$ cat config.mk
export PLATFORM = sky130hd
export DESIGN_NAME = seq_divider
export DESIGN_NICKNAME = d
export VERILOG_FILES = /design/src/rtl/seq_divider.sv
export SDC_FILE = /design/constraint.sdc
export NUM_CORES = 1
export LEC_CHECK = 0
export CAP_MARGIN = 10
export CELL_PAD_IN_SITES_DETAIL_PLACEMENT = 1
export CELL_PAD_IN_SITES_GLOBAL_PLACEMENT = 2
export CORE_UTILIZATION = 40
export CTS_CLUSTER_SIZE = 24
export DETAILED_ROUTE_END_ITERATION = 12
export HOLD_SLACK_MARGIN = 0.06
export PLACE_DENSITY = 0.92
export SETUP_SLACK_MARGIN = 0.5
export SYNTH_ARGS = -nofsm -noshare
export SYNTH_HDL_FRONTEND = slang
export SYNTH_SLANG_ARGS = --single-unit
$ cat constraint.sdc
create_clock -name clk -period 7.6 [get_ports clk]
set_input_delay 1.52 -clock clk [delete_from_list [all_inputs] [get_ports clk]]
set_output_delay 1.52 -clock clk [all_outputs]
set_load 0.1 [all_outputs]
$ cat src/rtl/seq_divider.sv
// Sequential signed divider: 64-bit dividend by 32-bit divisor, restoring
// shift-subtract, one quotient bit per cycle, fixed 34-edge latency.
module seq_divider (
   input  logic        clk,
   input  logic        reset,
   input  logic        start,
   input  logic [63:0] dividend,
   input  logic [31:0] divisor,
   output logic [31:0] quotient,
   output logic [31:0] remainder,
   output logic        busy,
   output logic        done,
   output logic        div_by_zero,
   output logic        overflow
);

   typedef enum logic [1:0] {IDLE, LOAD, DIVIDE, FIX} state_t;

   state_t      state;
   logic [63:0] a_reg;
   logic [31:0] b_reg;
   logic [31:0] b_mag;
   logic [31:0] rem;
   logic [31:0] qsh;
   logic [4:0]  count;
   logic        q_sign;
   logic        r_sign;
   logic        zero_div;
   logic        big_quot;

   logic [63:0] a_mag;
   logic [31:0] b_abs;
   logic [32:0] shifted;
   logic [31:0] diff;
   logic        ge;
   logic [31:0] q_signed;
   logic [31:0] r_signed;
   logic        range_ovf;

   assign a_mag = a_reg[63] ? (~a_reg + 64'd1) : a_reg;
   assign b_abs = b_reg[31] ? (~b_reg + 32'd1) : b_reg;

   // 33-bit partial remainder; rem < b_mag keeps the true difference inside 32 bits
   assign shifted = {rem, qsh[31]};
   assign ge      = shifted >= {1'b0, b_mag};
   assign diff    = shifted[31:0] - b_mag;

   assign q_signed  = q_sign ? (~qsh + 32'd1) : qsh;
   assign r_signed  = r_sign ? (~rem + 32'd1) : rem;
   assign range_ovf = big_quot | (q_sign ? (qsh[31] & (|qsh[30:0])) : qsh[31]);

   // NOTE: state registers use non-blocking assignments so every flop samples
   // pre-edge values; blocking here would create order-dependent simulation.
   always_ff @(posedge clk or negedge reset) begin
      if (!reset) begin
         state       <= IDLE;
         a_reg       <= '0;
         b_reg       <= '0;
         b_mag       <= '0;
         rem         <= '0;
         qsh         <= '0;
         count       <= '0;
         q_sign      <= 1'b0;
         r_sign      <= 1'b0;
         zero_div    <= 1'b0;
         big_quot    <= 1'b0;
         quotient    <= '0;
         remainder   <= '0;
         busy        <= 1'b0;
         done        <= 1'b0;
         div_by_zero <= 1'b0;
         overflow    <= 1'b0;
      end else begin
         done <= 1'b0;
         case (state)
            IDLE: begin
               if (start) begin
                  a_reg <= dividend;
                  b_reg <= divisor;
                  busy  <= 1'b1;
                  state <= LOAD;
               end
            end
            LOAD: begin
               b_mag    <= b_abs;
               q_sign   <= a_reg[63] ^ b_reg[31];
               r_sign   <= a_reg[63];
               zero_div <= (b_reg == 32'd0);
               // a high half >= divisor means the quotient needs more than 32 bits
               big_quot <= (a_mag[63:32] >= b_abs);
               rem      <= a_mag[63:32];
               qsh      <= a_mag[31:0];
               count    <= 5'd0;
               state    <= DIVIDE;
            end
            DIVIDE: begin
               rem   <= ge ? diff : shifted[31:0];
               qsh   <= {qsh[30:0], ge};
               count <= count + 5'd1;
               if (count == 5'd31) state <= FIX;
            end
            FIX: begin
               busy  <= 1'b0;
               done  <= 1'b1;
               state <= IDLE;
               if (zero_div) begin
                  quotient    <= '0;
                  remainder   <= a_reg[31:0];
                  div_by_zero <= 1'b1;
                  overflow    <= 1'b0;
               end else if (range_ovf) begin
                  quotient    <= '0;
                  remainder   <= '0;
                  div_by_zero <= 1'b0;
                  overflow    <= 1'b1;
               end else begin
                  quotient    <= q_signed;
                  remainder   <= r_signed;
                  div_by_zero <= 1'b0;
                  overflow    <= 1'b0;
               end
            end
            default: state <= IDLE;
         endcase
      end
   end

endmodule

==> flow_summary.ini <==
[die]
core_sq_um = 41290
die_width_um = 207.5
die_y_um = 207.5
start_util = 0.4092
die_area_sq_um = 43070
rows = 74
io_pins = 167

[synthesis]
synth.most_common_cell = dfrtp_1
ys_types = 66
synth_area_leader_cell = dfrtp_1
syn_inst = 1790
synthTopCellsByCount = 271 x dfrtp_1, 157 x o21ai_0, 129 x mux2_2
synthArstFlopShare = 1.000
synth_area_leaders = dfrtp_1 40%, mux2_2 8.6%, ha_1 5.5%
yosysSeqAreaShare = 0.4013
synth-seq-cells = 271
synth_edf_count = 0
ys_warn_count = 0
synth_area_sq_um = 16900
synth_flop_cell = dfrtp_1
synth_top_area_share = 0.4013
synth_area_per_cell_sq_um = 9.441
syn_nets = 1964

[critical_path]
cp-startpoint = a_reg[2]$_DFFE_PN0P_
path_max_fanout = 11
crit_path_end_kind = flop
ff2ff_path_depth = 16
crit_type = flop to flop
cp-start-kind = flop
cp.required_ps = 8030
cp_data_arrival_time_ps = 5480
crit_path_end = big_quot$_DFFE_PN0N_
r2r-start = a_reg[2]$_DFFE_PN0P_
reg2reg_slack_ps = 2550
r2r_end = big_quot$_DFFE_PN0N_

[grt]
grt_usage = 0.2577
grt_max_degree = 129
antenna_found_initial = 2
grt_remaining_overflow = 0
grt_pass1_vias = 14951
grt_pass1_wl_um = 87220

[finish]
largest_reg_flops = 64
antenna_cells = 0
areaGrowthSynthToFinish_pct = 19.13
drive_above_1_share = 0.1112
final_nets = 2075
final_area_sq_um = 20130
fin_util = 0.4875
fillerInstances = 4619

[clock_tree]
cts_buffers = 34
cts_buffer_depth = 3
cts_resized = 0
path_clk_slew_ps = 60
post_cts_buffers = 0
tritoncts = built
clock_latency_ps = 550
cts_root_buffer = clkbuf_16
htree_num_levels = 2
clkSinkCount = 271
cts_hold_buf = 0

[placement]
hpwl_um = 41180
port_buffers = 166
placed_area_sq_um = 18970
place_congestion = 0.9115

[sta]
min_period_ps = 5047
grt_setup_unrepaired = no
tightest_slew_ps = 1212
setup_viol = 0
hold_violations = 0
slew-limit-headroom = 0.1918
min_period_over_period = 0.6641
final.setup.tns_ps = 0
drv_slew = 0
fin_skew_ps = 17.64
fmax_mhz = 198.1

[flow_run]
cap_violations = 0

[detailed_routing]
drtPass1Iterations = 5
first_iter_violations = 792
vias = 14299
drc = 0
viasPerCell = 5.820
wl_um = 54690
wl_per_cell_um = 22.26
ant_nets = 0

[worst_hold_path]
hp-class = flop to flop

[status]
status = finished clean
-- per-layer routing --
metal / wire (um) / part of all wire / global-route usage
met1: 23880 / 0.44 / 0.3341
met2: 26620 / 0.49 / 0.4360
met3: 2345 / 0.043 / 0.04070
met4: 1835 / 0.034 / 0.08827
met5: 10 / 0.00018 / 0
-- cell families after synthesis --
group	after synthesis	synth area share
buf+inv	199	0.04465
flops	271	0.4013
mux	161	0.1049
simple gates	435	0.1276
xor+xnor	176	0.09122
compound gates	473	0.1743
fa+ha+maj	75	0.05598
-- metrics by stage --
step,setup slack [ps],instances,hold slack (ps)
after floorplan,3081,1790,478.6
after global placement,2759,2397,489.9
after detailed placement,2624,2397,502.2
after CTS,2597,2457,509.8
after global routing,2261,2457,522.3
final,2553,2457,509.0
-- cell type report --
| class | count | area, sq um | share of cell area |
|---|---|---|---|
| multi-input cells | 1320 | 9402 | 0.4670 |
| well taps | 532 | 665.6 | 0.03306 |
| inverters | 95 | 356.6 | 0.01771 |
| clock inverters | 11 | 158.9 | 0.007893 |
| flip-flops and latches | 271 | 6784 | 0.3370 |
| clock buffers | 49 | 1001 | 0.04972 |
| repair buffers | 179 | 1764 | 0.08763 |
-- worst max-delay path, cell delays in order, from the launching register on --
cell,delay (ps)
dfrtp_1,430
or3_1,410
or4_1,480
or3_1,540
or3_1,620
o41ai_1,510
xnor2_1,210
ha_1,290
a21o_1,180
a21o_1,170
a21o_1,170
a21o_1,170
a21o_1,170
a21o_1,160
a21oi_1,140
a21oi_1,80
a21o_1,190
-- worst min-delay path by stage --
stage / from / endpoint / slack [ps] / cells after the start
6_report: div_by_zero$_DFFE_PN0P_ / div_by_zero$_DFFE_PN0P_ / 510 / 1
5_1_grt: count[0]$_DFFE_PN0P_ / count[0]$_DFFE_PN0P_ / 520 / 1
4_1_cts: count[0]$_DFFE_PN0P_ / count[0]$_DFFE_PN0P_ / 510 / 1
3_5_place_dp: count[0]$_DFFE_PN0P_ / count[0]$_DFFE_PN0P_ / 500 / 1
3_3_place_gp: count[0]$_DFFE_PN0P_ / count[0]$_DFFE_PN0P_ / 490 / 1
2_1_floorplan: count[0]$_DFFE_PN0P_ / count[0]$_DFFE_PN0P_ / 480 / 1
-- cells in the final DEF, fill, tap and decap left out, types with 52 or more instances in the layout --
| cell | n |
|---|---|
| xor2_1 | 90 |
| ha_1 | 71 |
| nand3_1 | 52 |
| mux2_2 | 129 |
| inv_1 | 93 |
| nor2_1 | 104 |
| clkdlybuf4s50_1 | 165 |
| dfrtp_1 | 269 |
| a21oi_1 | 119 |
| nand2_1 | 101 |
| xnor2_1 | 86 |
| o21ai_0 | 157 |
Power is left out: the tool's default activity adds up to more than one toggle a clock period on the data nets, which glitch-free logic cannot reach.
